$ cat src/rtl/alu32_addsub_seq_if.sv
// Handshake and adder-slice bus for alu32_addsub_seq.
// slave = controller side, master = producer/consumer plus external 16-bit adder.
interface alu32_addsub_seq_if;
  localparam int unsigned WIDTH = 32;
  localparam int unsigned HALF  = 16;

  logic             in_valid;
  logic             in_ready;
  logic [WIDTH-1:0] op_a;
  logic [WIDTH-1:0] op_b;
  logic             sub;
  logic             out_valid;
  logic             out_ready;
  logic [WIDTH-1:0] result;
  logic             flag_n;
  logic             flag_z;
  logic             flag_c;
  logic             flag_v;
  logic [HALF-1:0]  add_a;
  logic [HALF-1:0]  add_b;
  logic             add_c0;
  logic [HALF-1:0]  add_sum;
  logic             add_c16;

  modport slave (
    input  in_valid, op_a, op_b, sub, out_ready, add_sum, add_c16,
    output in_ready, out_valid, result, flag_n, flag_z, flag_c, flag_v,
           add_a, add_b, add_c0
  );

  modport master (
    output in_valid, op_a, op_b, sub, out_ready, add_sum, add_c16,
    input  in_ready, out_valid, result, flag_n, flag_z, flag_c, flag_v,
           add_a, add_b, add_c0
  );
endinterface

$ cat src/rtl/alu32_addsub_seq.sv
// 32-bit add/sub controller sharing one external 16-bit adder slice over two cycles.
// Optional macro ADDSUB_SAT_EN: saturate the result on signed overflow.
module alu32_addsub_seq (
  input  logic                  clk,
  input  logic                  rst,
  alu32_addsub_seq_if.slave     bus
);
  localparam int unsigned WIDTH = 32;
  localparam int unsigned HALF  = 16;

  typedef enum logic [1:0] {IDLE, LO, HI, DONE} state_e;

  state_e            state_q, state_d;
  logic [HALF-1:0]   ra_hi_q, ra_hi_d;
  logic [HALF-1:0]   rb_hi_q, rb_hi_d;
  logic [HALF-1:0]   lo_q, lo_d;
  logic              in_ready_q, in_ready_d;
  logic              out_valid_q, out_valid_d;
  logic [WIDTH-1:0]  result_q, result_d;
  logic              flag_n_q, flag_n_d;
  logic              flag_z_q, flag_z_d;
  logic              flag_c_q, flag_c_d;
  logic              flag_v_q, flag_v_d;
  logic [HALF-1:0]   add_a_q, add_a_d;
  logic [HALF-1:0]   add_b_q, add_b_d;
  logic              add_c0_q, add_c0_d;

  logic [WIDTH-1:0]  op_b_eff;
  logic [WIDTH-1:0]  raw_sum;
  logic              raw_v;
  logic [WIDTH-1:0]  fin_sum;

  assign op_b_eff = bus.sub ? ~bus.op_b : bus.op_b;
  assign raw_sum  = {bus.add_sum, lo_q};
  assign raw_v    = (ra_hi_q[HALF-1] == rb_hi_q[HALF-1]) &&
                    (bus.add_sum[HALF-1] != ra_hi_q[HALF-1]);

`ifdef ADDSUB_SAT_EN
  assign fin_sum = raw_v ? (ra_hi_q[HALF-1] ? 32'h8000_0000 : 32'h7FFF_FFFF) : raw_sum;
`else
  assign fin_sum = raw_sum;
`endif

  // State and output registers
  always_ff @(posedge clk) begin
    if (rst) begin
      state_q     <= IDLE;
      ra_hi_q     <= '0;
      rb_hi_q     <= '0;
      lo_q        <= '0;
      in_ready_q  <= 1'b1;
      out_valid_q <= 1'b0;
      result_q    <= '0;
      flag_n_q    <= 1'b0;
      flag_z_q    <= 1'b0;
      flag_c_q    <= 1'b0;
      flag_v_q    <= 1'b0;
      add_a_q     <= '0;
      add_b_q     <= '0;
      add_c0_q    <= 1'b0;
    end else begin
      state_q     <= state_d;
      ra_hi_q     <= ra_hi_d;
      rb_hi_q     <= rb_hi_d;
      lo_q        <= lo_d;
      in_ready_q  <= in_ready_d;
      out_valid_q <= out_valid_d;
      result_q    <= result_d;
      flag_n_q    <= flag_n_d;
      flag_z_q    <= flag_z_d;
      flag_c_q    <= flag_c_d;
      flag_v_q    <= flag_v_d;
      add_a_q     <= add_a_d;
      add_b_q     <= add_b_d;
      add_c0_q    <= add_c0_d;
    end
  end

  // Adder-slice drive is registered one state ahead; add_c0_q holds sub in LO and the mid carry in HI.
  always_comb begin
    state_d     = state_q;
    ra_hi_d     = ra_hi_q;
    rb_hi_d     = rb_hi_q;
    lo_d        = lo_q;
    in_ready_d  = in_ready_q;
    out_valid_d = out_valid_q;
    result_d    = result_q;
    flag_n_d    = flag_n_q;
    flag_z_d    = flag_z_q;
    flag_c_d    = flag_c_q;
    flag_v_d    = flag_v_q;
    add_a_d     = '0;
    add_b_d     = '0;
    add_c0_d    = 1'b0;

    case (state_q)
      IDLE: begin
        if (bus.in_valid && in_ready_q) begin
          ra_hi_d    = bus.op_a[WIDTH-1:HALF];
          rb_hi_d    = op_b_eff[WIDTH-1:HALF];
          add_a_d    = bus.op_a[HALF-1:0];
          add_b_d    = op_b_eff[HALF-1:0];
          add_c0_d   = bus.sub;
          in_ready_d = 1'b0;
          state_d    = LO;
        end
      end
      LO: begin
        lo_d     = bus.add_sum;
        add_a_d  = ra_hi_q;
        add_b_d  = rb_hi_q;
        add_c0_d = bus.add_c16;
        state_d  = HI;
      end
      HI: begin
        result_d    = fin_sum;
        flag_n_d    = fin_sum[WIDTH-1];
        flag_z_d    = (fin_sum == '0);
        flag_c_d    = bus.add_c16;
        flag_v_d    = raw_v;
        out_valid_d = 1'b1;
        state_d     = DONE;
      end
      DONE: begin
        if (bus.out_ready) begin
          out_valid_d = 1'b0;
          in_ready_d  = 1'b1;
          state_d     = IDLE;
        end
      end
      default: begin
        in_ready_d  = 1'b1;
        out_valid_d = 1'b0;
        state_d     = IDLE;
      end
    endcase
  end

  assign bus.in_ready  = in_ready_q;
  assign bus.out_valid = out_valid_q;
  assign bus.result    = result_q;
  assign bus.flag_n    = flag_n_q;
  assign bus.flag_z    = flag_z_q;
  assign bus.flag_c    = flag_c_q;
  assign bus.flag_v    = flag_v_q;
  assign bus.add_a     = add_a_q;
  assign bus.add_b     = add_b_q;
  assign bus.add_c0    = add_c0_q;
endmodule

$ cat src/flat_wrapper.sv
// flat-port wrapper written by rule: the top's interface ports become plain ports
module alu32_addsub_seq_flat 
  (clk, rst, bus_in_valid, bus_op_a, bus_op_b, bus_sub, bus_out_ready, bus_add_sum, bus_add_c16, bus_in_ready, bus_out_valid, bus_result, bus_flag_n, bus_flag_z, bus_flag_c, bus_flag_v, bus_add_a, bus_add_b, bus_add_c0);
  alu32_addsub_seq_if bus_i ();
  input  logic clk;
  input  logic rst;
  input wire logic [$bits(bus_i.in_valid)-1:0] bus_in_valid;
  input wire logic [$bits(bus_i.op_a)-1:0] bus_op_a;
  input wire logic [$bits(bus_i.op_b)-1:0] bus_op_b;
  input wire logic [$bits(bus_i.sub)-1:0] bus_sub;
  input wire logic [$bits(bus_i.out_ready)-1:0] bus_out_ready;
  input wire logic [$bits(bus_i.add_sum)-1:0] bus_add_sum;
  input wire logic [$bits(bus_i.add_c16)-1:0] bus_add_c16;
  output wire logic [$bits(bus_i.in_ready)-1:0] bus_in_ready;
  output wire logic [$bits(bus_i.out_valid)-1:0] bus_out_valid;
  output wire logic [$bits(bus_i.result)-1:0] bus_result;
  output wire logic [$bits(bus_i.flag_n)-1:0] bus_flag_n;
  output wire logic [$bits(bus_i.flag_z)-1:0] bus_flag_z;
  output wire logic [$bits(bus_i.flag_c)-1:0] bus_flag_c;
  output wire logic [$bits(bus_i.flag_v)-1:0] bus_flag_v;
  output wire logic [$bits(bus_i.add_a)-1:0] bus_add_a;
  output wire logic [$bits(bus_i.add_b)-1:0] bus_add_b;
  output wire logic [$bits(bus_i.add_c0)-1:0] bus_add_c0;
  assign bus_i.in_valid = bus_in_valid;
  assign bus_i.op_a = bus_op_a;
  assign bus_i.op_b = bus_op_b;
  assign bus_i.sub = bus_sub;
  assign bus_i.out_ready = bus_out_ready;
  assign bus_i.add_sum = bus_add_sum;
  assign bus_i.add_c16 = bus_add_c16;
  assign bus_in_ready = bus_i.in_ready;
  assign bus_out_valid = bus_i.out_valid;
  assign bus_result = bus_i.result;
  assign bus_flag_n = bus_i.flag_n;
  assign bus_flag_z = bus_i.flag_z;
  assign bus_flag_c = bus_i.flag_c;
  assign bus_flag_v = bus_i.flag_v;
  assign bus_add_a = bus_i.add_a;
  assign bus_add_b = bus_i.add_b;
  assign bus_add_c0 = bus_i.add_c0;
  alu32_addsub_seq u_core (.clk(clk), .rst(rst), .bus(bus_i));
endmodule
$ cat config.mk
export PLATFORM = sky130hd
export DESIGN_NAME = alu32_addsub_seq_flat
export DESIGN_NICKNAME = d
export VERILOG_FILES = /design/src/rtl/alu32_addsub_seq_if.sv /design/src/rtl/alu32_addsub_seq.sv /design/src/flat_wrapper.sv
export SDC_FILE = /design/constraint.sdc
export NUM_CORES = 1
export LEC_CHECK = 0
export BUFFER_PORTS_ARGS = -buffer_cell sky130_fd_sc_hd__buf_2
export CORE_MARGIN = 4
export CORE_UTILIZATION = 44
export DETAILED_ROUTE_END_ITERATION = 8
export GPL_TIMING_DRIVEN = 0
export PLACE_DENSITY = 0.69
export SYNTH_ARGS = -nofsm -noshare
export SYNTH_HDL_FRONTEND = slang
export SYNTH_SLANG_ARGS = --single-unit
export TNS_END_PERCENT = 5
$ cat constraint.sdc
create_clock -name clk -period 2.3 [get_ports clk]
set_input_delay 0.115 -clock clk [delete_from_list [all_inputs] [get_ports clk]]
set_output_delay 0.115 -clock clk [all_outputs]
set_load 0.01 [all_outputs]
==> qor.txt <==
Worst Tran Pin Value: 0.7575 ns
Number of diodes: 0
Via/cell ratio: 5.036
Global-route wire length before repair: 21780 µm
Fmax achieved: 514.3 MHz
CTS Buf Count: 17
Worst hold path type: input port to register
Post-Synthesis Cells: 481
Core area: 9910 µm²
Peak VDD IR: 0.0005426 V
Syn Nets: 572
Area leader, netlist: dfxtp_1
Internal power: 0.005104 W
Slew headroom: 0.4950
Req. time, crit path: 2.67 ns
Clock latency on the worst-skew pair: 0.51 ns
GP Congestion: 0.8302
Clock share of power: 0.343
Cell Pwr Density: 1116 nW/µm²
DP Wirelength: 9175 µm
Startpoint Class: register
Antenna Nets Post-Route: 0
Post-CTS Setup Repair Bufs: 0
Max Slew Vio Count: 0
PnR worst setup slack: 0.3554 ns
Fillers: 750
I/O pin total: 157
CTS Buffer Depth: 2
Fin cells: 878
Die area: 12050 µm²
Psw: 0.002569 W
Die Span X: 109.8 µm
Drt wl/cell: 15.83 µm
First DRT Iteration DRCs: 163
Total gr overflow: 0
Root Buffer: clkbuf_8
Place WS: 0.3301 ns
Kind of critical path: register to register
Syn_area_per_cell: 9.479 µm²
CP peak stage delay: 0.50 ns
Crit-path slowest cell: o21bai_1
Setup TNS: 0 ns
Sw Ratio: 0.3348
Count of input and output buffers: 154
Yosys warnings: 0
Top post-synthesis cells by area: dfxtp_1 (53%), mux2i_1 (11%), nor2_1 (8.7%)
Sequential share of power: 0.359
Unrepaired setup endpoints after global routing: no
Clk pin slew, worst setup/hold paths: 0.06 ns
# rows: 36
Static Leakage: 2.983 nW
Status: finished clean
Vias in the first global route: 4596
Nets: 823
Largest net degree at the start of global routing: 17
Via count: 4422
CP Capture Type: register
Synth top area share: 0.5269
Cell Area, Synth: 4559 µm²
Die height: 109.8 µm
Synth Register Bits: 120
Combinational Power Share: 0.298
Syn-to-layout area delta: 50.77%
Placed Cells incl. Taps: 768
GRT Util Overall: 0.2347
Period utilisation layout: 0.8455
Crit-path most repeated cell: clkbuf_1
Starting Density: 0.4601
CTS tree: done
Critical path peak fanout: 10
Post-layout minimum cycle time: 1.945 ns
Detailed Routing Iterations Pass 1: 6
Skew final: 0.007205 ns
Clock Sinks: 120
Max-Cap Viols: 0
Initial antenna violation count: 0
Post-synthesis cell type count: 25
Share of cells above drive strength 1: 0.2631
# setup viols final: 0
Seq/Total Area, Yosys: 0.5269
Critical path arrival: 2.32 ns
DRC errors left: 0
CP cell instances: inv_1 > ha_1 > clkbuf_1 > o21bai_1 > clkbuf_1 > nor2_1
Fin. Hold Viols: 0
Buf/Inv on CP: 3
Crit-path leading delay family: buffers and inverters
H-tree levels: 4
Total wire length: 13900 µm
==> worst paths after layout <==
kind                                                    endpoint                      startpoint  slack (ns)  depth (start not counted)
worst max-delay path             u_core.bus.add_a[10]$_SDFF_PP0_  u_core.state_q[1]$_SDFFE_PP0P_        0.36                          6
worst min-delay path            u_core.bus.in_ready$_SDFFE_PP1P_                    bus_in_valid        0.02                          4
worst max register to register   u_core.bus.add_a[10]$_SDFF_PP0_  u_core.state_q[1]$_SDFFE_PP0P_        0.36                          6
worst min register to register    u_core.ra_hi_q[1]$_SDFFE_PP0P_  u_core.ra_hi_q[1]$_SDFFE_PP0P_        0.46                          2
==> cell type report <==
| cell class | count | area (µm²) | share of cell area |
|---|---|---|---|
| clock inverter | 12 | 141.4 | 0.02057 |
| multi-input combinational | 320 | 1988 | 0.2892 |
| clock buffer | 20 | 455.4 | 0.06625 |
| timing repair buffer | 232 | 1551 | 0.2257 |
| sequential | 120 | 2402 | 0.3495 |
| inverter | 3 | 11.26 | 0.001638 |
| tap | 133 | 166.4 | 0.02421 |
| buffer | 38 | 157.7 | 0.02293 |
==> routing by layer <==
metal	wire, µm	global-route usage	vias up	part of all wire
met1	5638	0.2643	2066	0.41
met2	6817	0.4090	196	0.49
met5	0	0	-	0
met3	1167	0.07457	27	0.084
li1	-	-	2133	-
met4	273	0.09439	0	0.020
==> synthesized netlist by cell type, drive strengths merged <==
library cell,n
dfxtp,120
o21bai,3
a22oi,33
ha,5
xnor2,16
inv,3
a21oi,21
nand3,2
mux2i,50
xor2,16
nor2,106
o21ai,1
clkbuf,26
and3,1
nand2b,1
nor2b,1
buf,12
nor4,6
nand2,36
nand4,1
nor4b,1
or4,2
a211oi,18
==> worst register-to-register path, stage by stage, from the launching register on <==
cell and delay [ns]:
dfxtp_1 0.37, inv_1 0.09, ha_1 0.18, clkbuf_1 0.14
o21bai_1 0.50, clkbuf_1 0.42, nor2_1 0.12
==> through the flow <==
stage	total power, W	hold WS (ns)	cell area [µm²]	util
final	0.007672	0.02437	6874	0.6937
after global routing	0.008095	0.04626	6874	0.6937
after CTS	0.007681	0.0007890	6874	0.6937
after detailed placement	0.004953	0.3568	5497	0.5547
after global placement	0.004878	0.3515	5497	0.5547
after floorplan	0.004232	0.2510	4559	-
==> power groups by stage <==
stage | Sequential, W | Combinational (W) | Clock [W]
after floorplan | 0.00284 | 0.00139 | 0
after global placement | 0.00276 | 0.00211 | 0
after detailed placement | 0.00278 | 0.00217 | 0
after CTS | 0.00275 | 0.00229 | 0.00265
after global routing | 0.00280 | 0.00254 | 0.00276
final | 0.00275 | 0.00229 | 0.00263
==> layout by cell type, fill, tap and decap left out, types with 3 or more instances in the layout <==
| master | n |
|---|---|
| nor2_1 | 106 |
| dlygate4sd3_1 | 78 |
| mux2i_1 | 50 |
| clkinvlp_4 | 5 |
| nor4_1 | 6 |
| clkbuf_8 | 4 |
| nand2_1 | 36 |
| inv_6 | 3 |
| o21bai_1 | 3 |
| a22oi_1 | 33 |
| buf_2 | 163 |
| a21oi_1 | 21 |
| dfxtp_1 | 120 |
| a211oi_1 | 18 |
| ha_1 | 5 |
| inv_1 | 3 |
| clkbuf_1 | 26 |
| clkbuf_16 | 16 |
| xor2_1 | 16 |
| xnor2_1 | 16 |
==> sequential cells by signal (all words and copies together), names as in the netlist <==
signal and flops:
u_core.bus.add_a 16, u_core.bus.add_b 16, u_core.bus.add_c0 1, u_core.bus.flag_c 1, u_core.bus.flag_n 1, u_core.bus.flag_v 1
u_core.bus.flag_z 1, u_core.bus.in_ready 1, u_core.bus.out_valid 1, u_core.bus.result 31, u_core.lo_q 16, u_core.ra_hi_q 16
u_core.rb_hi_q 16, u_core.state_q 2
==> logic make-up (layout without fill, tap and decap cells) <==
logic type / after synthesis / count (layout) / share of synthesized area
AND/OR/NAND/NOR: 157 / 157 / 0.1380
flip-flops: 120 / 120 / 0.5269
AO/OA/AOI/OAI: 76 / 76 / 0.1131
multiplexers: 50 / 50 / 0.1098
buffers and inverters: 41 / 305 / 0.03705
XOR/XNOR: 32 / 32 / 0.06147
adder cells (fa/ha/maj): 5 / 5 / 0.01372
==> timing repair <==
item	in CTS	in global routing
hold buffers	78	0
hold endpoints to repair	97	0
gates resized for setup	0	0
(Power assumes the default switching activity.)
